**config.mk**
```make
export PLATFORM = sky130hd
export DESIGN_NAME = my_sopc_sysid_timeout
export DESIGN_NICKNAME = d
export VERILOG_FILES = /design/src/rtl/my_sopc_sysid_timeout.sv
export SDC_FILE = /design/constraint.sdc
export NUM_CORES = 1
export LEC_CHECK = 0
export CAP_MARGIN = 5
export CORE_AREA = 2 2 39 41
export CTS_CLUSTER_SIZE = 8
export DETAILED_ROUTE_END_ITERATION = 8
export DIE_AREA = 0 0 41 43
export PLACE_DENSITY = 0.39
export SYNTH_ARGS = -nofsm -noshare
export SYNTH_HDL_FRONTEND = slang
export SYNTH_SLANG_ARGS = --single-unit
```
**constraint.sdc**
```tcl
create_clock -name clock -period 1.42 [get_ports clock]
set_input_delay 0.284 -clock clock [delete_from_list [all_inputs] [get_ports clock]]
set_output_delay 0.284 -clock clock [all_outputs]
set_load 0.02 [all_outputs]
```
**src/rtl/my_sopc_sysid_timeout.sv**
```systemverilog
// Read-response timeout counter for the system-ID checker.
// Loaded with TIMEOUT_CYCLES when a read is accepted, then decremented on
// every waiting cycle that has no read data. 'expiring' flags the waiting
// cycle whose decrement would take the count to zero, so a read gets exactly
// TIMEOUT_CYCLES waiting cycles before it is abandoned.
// Ports:
//   clock    in  system clock
//   reset    in  asynchronous, active-high reset
//   load     in  reload the counter (read accepted this cycle)
//   dec      in  waiting cycle without readdatavalid
//   expiring out this decrement exhausts the budget
module my_sopc_sysid_timeout #(
  parameter int unsigned TIMEOUT_CYCLES = 16,
  parameter int unsigned CW             = $clog2(TIMEOUT_CYCLES + 1)
) (
  input  logic clock,
  input  logic reset,
  input  logic load,
  input  logic dec,
  output logic expiring
);

  localparam logic [CW-1:0] LOAD_VALUE = CW'(TIMEOUT_CYCLES);

  logic [CW-1:0] count;

  always_ff @(posedge clock or posedge reset) begin
    if (reset) begin
      count <= '0;
    end else if (load) begin
      count <= LOAD_VALUE;
    end else if (dec && (count != '0)) begin
      count <= count - CW'(1);
    end
  end

  assign expiring = dec && (count == CW'(1));

endmodule

```
# --- Yosys cells after proc, flatten, opt, wreduce, memory -nomap -nowiden ---
# Cells that the tools add are included.
word_totals:
  ff_bits: 5
  latchBits: 0
  ram_bits: 0
  mem_bits_ro: 0
  inputBits: 4
  out_inout_bits: 1
  mem_count: 0
classes:
  n_addsub: 1
  multipliers: 0
  div: 0
  order_cmp: 0
  n_eq_ne: 1
  n_shift: 0
  n_mux: 2
  n_bitwise: 0
  n_reduce_logical: 4
op_table:
  columns: ["cell", "count"]
  rows:
  - ["$mux W5", 2]
  - ["$eq A5 B1 Y1 const B", 1]
  - ["$reduce_bool A5 Y1", 1]
  - ["$sub A5 B1 Y5 const B", 1]
  - ["$logic_and A1 B1 Y1", 2]
  - ["$reduce_bool A2 Y1", 1]

# --- Longest topological paths before layout ---
# Gate-level depths: netlist of run 1.
depth:
  word_depth: 4
  ltp_mapped: 5

# --- Least setup slack after synthesis of run 1 ---
# Ideal clock, no wire load.
synth_path:
  path_kind: "reg-to-reg"
  from: "register count[0]"
  to: "register count[0]"
  arrival_ns: 1.211
  t_required_ns: 1.295
  slack_ns: 0.084
  stages_incl_launch_ff: 6
  period_less_slack_ns: 1.336
  cell_sequence: "dfrtp_1 -> inv_1 -> ha_1 -> nor4b_4 -> nor2b_2 -> mux2_4"
synth_between:
  elab_chain_cells: 3
  elab_cells_between_ends: 6
synth_rtl:
  columns: ["item", "line", "text"]
  rows:
  - ["start, declared", "25", "logic [CW-1:0] count;"]
  - ["start signal, assigned", "33", "count <= count - CW'(1);"]
  - ["$sub A5 B1 Y5 / $reduce_bool A5 Y1 (equally long branches)", "33, 32", null]
  - ["$mux W5 / $logic_and A1 B1 Y1 (equally long branches)", "32", "end else if (dec && (count != '0)) begin"]
  - ["$mux W5 / $reduce_bool A2 Y1 (equally long branches)", null, null]
# Several ways; a longest one is shown, not always the timed one. The select of a mux whose other input is x is not followed.
# A chain may end at the register's enable or synchronous reset.

# --- Worst setup path after layout of run 1 ---
# Ends and elaborated chain as after synthesis.

==> out/metrics.yaml, run 1 <==
outcome: "finished, violations left"
violations: "setup timing"
netlist.area_leader.share: 0.3984
skew_ps: 1.032
synthCells: 31
cts_sinks: 5
dp.cells: 61
regMostFlops: "count"
powerDensity_nw_per_um2: 1014
avgSynthCellArea_um2: 10.13
nets: 57
antenna_found_initial: 0
port_buffers: 4
start_util: 0.2269
first_pass_iters: 3
die_x_um: 41
synth_seq_cells: 5
largest_reg_flops: 5
die_area_um2: 1763
combPwrFrac: 0.386
gr-total-overflow: 0
crit_arrival_ps: 1580
final.min_clock_period_ps: 1469
cts_made_buffers: 3
switching_share: 0.2791
fmax_mhz: 680.6
cts_tree: "yes"
synthDistinctLibCells: 16
clock_latency_ps: 230
num_rows: 14
area_growth_pct: 68.92
setup_ws_ps: -49.27
final_cell_count_no_fill: 66
clockPowerShare: 0.289
first_iter_violations: 3
internal_power_mw: 0.3878
fp.coreArea_um2: 1384
vias: 289
layout_commonest_cell: "buf_4"
diodes: 0
tightest_slew_ps: 268.8
cp-start-kind: "register"
fin_crit_sh: 1.035
place.gp.congestion: 0.7386
maxSlewHeadroom: 0.8203
drt-total-wl_um: 724
mostFrequentLayoutCells: "buf_4, dfrtp_1, nand2_1"
final.setup.tns_ps: -74.91
drc: 0
syn-num-nets: 37
synth_top_cell_by_area: "dfrtp_1"
cts_buffer_depth: 2
rsz0062_at_grt: "true"
p_leak_nw: 0.2384
clockRootBuffer: "clkbuf_4"
ios: 5
ant_nets: 0
reg_top3: "count x5"
grt_pass1_vias: 284
die_h_um: 43
hold_viol_final: 0
drv_slew: 0
setup_viol: 2
synth.cell_area_um2: 314.1
grt_pass1_wl_mm: 1.124
h-tree-depth: 1
hold_class: "primary input to asynchronous set/reset pin"
critical_path_required_ps: 1530
grt_start_max_net_pins: 6
path_max_fanout: 3
pwr-share-seq: 0.325
routedWlPerCell_um: 10.97
regToRegEndpoint: "count[0]"
irDropWorstVdd_mv: 0.4240
drive_above_1_share: 0.5200
place_hpwl_um: 554.4
drv_cap: 0
rrSetupSlack_ps: -50
grt_usage: 0.09798
clk_pin_slew_ps: 40
yosysSeqAreaShare: 0.3984
endpoint_kind: "register"
whs_ps: 238.9
routed_via_density: 4.379
reg2reg_depth: 6
r2r-start: "count[0]"
worst-setup-path-type: "register to register"
synth_area_leaders: "dfrtp_1, ha_1, nor4b_4"
yosys_warnings: 0
p_switching_mw: 0.1501
## worst max-delay path: stages, from the launching register on
cell and delay, ps:
dfrtp_1 420, buf_6 140, inv_4 50, ha_4 120
nor4b_4 220, nor2b_2 90, mux2_4 310
## final cells by class
class | count | area [µm²]
Multi-Input combinational cell | 22 | 214.0
Clock buffer | 4 | 26.28
Fill cell | 144 | 853.3
Sequential cell | 5 | 125.1
Tap cell | 16 | 20.02
Timing Repair Buffer | 15 | 127.6
Inverter | 4 | 17.52
## worst max-delay path by stage
stage | slack (ps) | cells after the start | start | endpoint
2_1_floorplan | 80 | 5 | count[0] | count[0]
3_3_place_gp | -430 | 3 | dec | expiring
3_5_place_dp | -470 | 3 | dec | expiring
4_1_cts | -40 | 4 | count[1] | expiring
5_1_grt | -90 | 6 | count[0] | count[0]
6_report | -50 | 6 | count[0] | count[0]
## power by group through the flow
stage / sequential [mW] / combinational [mW] / clock, mW
after detailed placement: 0.173 / 0.172 / 0
after global placement: 0.173 / 0.170 / 0
after CTS: 0.175 / 0.204 / 0.164
final: 0.175 / 0.208 / 0.155
after global routing: 0.176 / 0.228 / 0.171
after floorplan: 0.185 / 0.0755 / 0
## cells by family (layout without fill, tap and decap cells)
kind of cell | after synthesis | in the layout | synth area share
flops | 5 | 5 | 0.3984
simple gates | 15 | 15 | 0.3347
buf+inv | 4 | 23 | 0.04779
compound gates | 4 | 4 | 0.09164
mux | 1 | 1 | 0.04779
fa+ha+maj | 2 | 2 | 0.07967
## per-stage QoR
step / total power [mW] / instance area (µm²) / utilization / setup WS, ps
after floorplan: 0.2604 / 314.1 / - / 83.81
after global placement: 0.3431 / 449.2 / 0.3246 / -434.1
after detailed placement: 0.3451 / 449.2 / 0.3246 / -471.1
after CTS: 0.5433 / 529.3 / 0.3825 / -36.68
after global routing: 0.5755 / 530.5 / 0.3834 / -89.14
final: 0.5379 / 530.5 / 0.3834 / -49.27
## timing repair
| action | 4_1_cts | 5_1_grt |
|---|---|---|
| endpoints found under the setup margin | 4 | 4 |
| resized for setup | 15 | 2 |
| pin swaps | 1 | 1 |
| buffers inserted | 2 | 0 |
| hold buffers | 0 | 0 |
## synthesized netlist by cell type (all sizes together)
cell type,number
nor2b,1
ha,2
o221a,1
nand2b,2
or3,1
inv,4
dfrtp,5
o31ai,1
and4b,1
a21oi,2
mux2,1
nor4b,2
nand2,4
nor2,3
nand3b,1
## layer usage
metal / vias to the layer above / GRT usage / routed length [µm]
li1: 144 / - / -
met1: 137 / 0.1082 / 295
met2: 6 / 0.1531 / 394
met3: 2 / 0.01571 / 30
met4: 0 / 0.08000 / 5
met5: - / 0 / 0
Power figures use the tool's default switching activity.
==> run 2: changes to the inputs <==
--- a/config.mk
+++ b/config.mk
@@ -10,7 +10,6 @@
 export CTS_CLUSTER_SIZE = 8
 export DETAILED_ROUTE_END_ITERATION = 8
 export DIE_AREA = 0 0 41 43
-export PLACE_DENSITY = 0.39
 export SYNTH_ARGS = -nofsm -noshare
 export SYNTH_HDL_FRONTEND = slang
 export SYNTH_SLANG_ARGS = --single-unit
==> run 2 against run 1 <==
  * The flow still finishes with violations (setup timing)
  * Critical path type unchanged
  * Cell area up 0.71%
  * First-iteration DRC count down 33%
  * Largest power group unchanged
  * Combinational power about the same
  * Worst hold slack better by 6.8 ps
  * Highest routed layer unchanged
  * Sequential power about the same
==> out/metrics.yaml, run 2 (synthesis results as in run 1) <==
outcome: "finished, violations left"
violations: "setup timing"
drt-total-wl_um: 740  # +2.2%
clock_latency_ps: 240  # about the same
h-tree-depth: 1  # unchanged
ant_nets: 0  # unchanged
drv_cap: 0  # unchanged
fmax_mhz: 692.5  # +1.7%
multiInputGateArea_um2: 195.2  # -8.8%
nets: 60  # +5.3%
final_cell_count_no_fill: 69  # +4.5%
setup_viol: 2  # unchanged
seqCellArea_um2: 125.1  # unchanged
reg2reg_depth: 6  # unchanged
die_h_um: 43  # unchanged
grt_pass1_wl_mm: 1.352  # +20%
ctsHoldBuffers: 0  # unchanged
dpl_cell_area_um2: 456.7  # +1.7%
routed_via_density: 4.217  # -3.7%
place.gp.congestion: 0.7318  # -0.92%
stdcell_area_um2: 534.3  # +0.71%
regMostFlops: "count"
cts_tree: "yes"
dp.cells: 62  # +1.6%
num-fill-cells: 144  # unchanged
skew_ps: 0.9650  # -0.06653 ps
grt_start_max_net_pins: 6  # unchanged
cts_sinks: 5  # unchanged
drive_above_1_share: 0.5094  # -0.01057
drv_slew: 0  # unchanged
path_max_fanout: 3  # unchanged
antenna_found_initial: 0  # unchanged
start_util: 0.2269  # unchanged
ios: 5  # unchanged
hold_class: "primary input to asynchronous set/reset pin"
cts_made_buffers: 3  # unchanged
reg_top3: "count x5"
powerDensity_nw_per_um2: 1033  # +1.9%
port_buffers: 4  # unchanged
routedWlPerCell_um: 10.72  # -2.2%
drc: 0  # unchanged
rsz0062_at_grt: "true"
grt_pass1_vias: 332  # +17%
place_hpwl_um: 570.5  # +2.9%
cts_buffer_depth: 2  # unchanged
num_rows: 14  # unchanged
vias: 291  # +0.69%
clk_pin_slew_ps: 40  # about the same
tightest_slew_ps: 258.3  # -10.50 ps
layout_commonest_cell: "buf_4"
diodes: 0  # unchanged
grt_usage: 0.1208  # +0.02287
irDropWorstVdd_mv: 0.3671  # -13%
first_pass_iters: 4  # +1
place_ws_ps: -423.3  # +47.84 ps
endpoint_kind: "register"
setup_ws_ps: -24.01  # +25.26 ps
critical_path_required_ps: 1550  # +20 ps
die_x_um: 41  # unchanged
crit_arrival_ps: 1570  # about the same
largest_reg_flops: 5  # unchanged
hold_viol_final: 0  # unchanged
die_area_um2: 1763  # unchanged
clockRootBuffer: "clkbuf_4"
final.min_clock_period_ps: 1444  # -25.26 ps
mostFrequentLayoutCells: "buf_4, dfrtp_1, nand2_1"
area_growth_pct: 70.12
fin_crit_sh: 1.017  # -0.01779
maxSlewHeadroom: 0.8273  # +0.007020
worst-setup-path-type: "register to register"
fp.coreArea_um2: 1384  # unchanged
gr-total-overflow: 0  # unchanged
cp-start-kind: "register"
first_iter_violations: 2  # -1
p_leak_nw: 0.2499  # +4.8%
==> run 2: cell types whose count changed in the layout (fill, tap and decap cells not counted) <==
cell,delta
a21oi_2,-1
a21oi_1,+1
ha_2,+1
ha_4,-1
buf_4,+3
or3_4,-1
or3_1,+1
==> run 2: critical path: stages (launching register included) <==
cell     delay, ps
dfrtp_1        400
buf_6          130
inv_4           50
ha_4           130
nor4b_4        230
nor2b_2         90
mux2_4         300
==> run 2: area by class of cell <==
type | instances | area share
inverter | 4 | 0.03279
timing repair buffer | 18 | 0.2810
clock buffer | 4 | 0.04918
tap | 16 | 0.03747
multi-input combinational | 22 | 0.3653
sequential | 5 | 0.2342
==> run 2: what timing repair did <==
| action | in CTS | in global routing |
|---|---|---|
| pin swaps | 1 | 0 |
| setup endpoints to repair | 5 | 4 |
| resized for setup | 13 | 1 |
| buffers inserted | 3 | 0 |
==> run 2: worst paths after layout <==
path | startpoint | end | slack [ps]
max | count[0] | count[0] | -20
min | reset | count[0] | 250
max reg2reg | count[0] | count[0] | -20
min reg2reg | count[4] | count[4] | 640
max in group asynchronous | reset | count[2] | 990
min in group clock | count[4] | count[4] | 640
==> run 2: routing by layer <==
metal	vias to the layer above	part of all wire	track usage
met2	3	0.52	0.1688
met1	132	0.43	0.1461
met5	-	0	0
met4	0	0.014	0.1000
met3	2	0.034	0.03141
li1	154	-	-
==> run 2: stage by stage <==
stage | util | total power [mW] | TNS, ps | hold WS [ps]
4_1_cts | 0.3816 | 0.5576 | -53.91 | 247.9
3_5_place_dp | 0.3300 | 0.3494 | -952.5 | 512.6
3_3_place_gp | 0.3300 | 0.3462 | -789.2 | 506.3
6_report | 0.3861 | 0.5521 | -43.36 | 245.7
5_1_grt | 0.3861 | 0.5903 | -233.9 | 260.2
2_1_floorplan | - | 0.2604 | 0 | 62.52
==> run 2: power breakdown <==
| group | internal (mW) | switching, mW | leakage, nW |
|---|---|---|---|
| combinational | 0.126 | 0.0837 | 0.173 |
| clock | 0.107 | 0.0625 | 0.0150 |
| sequential | 0.162 | 0.0113 | 0.0624 |
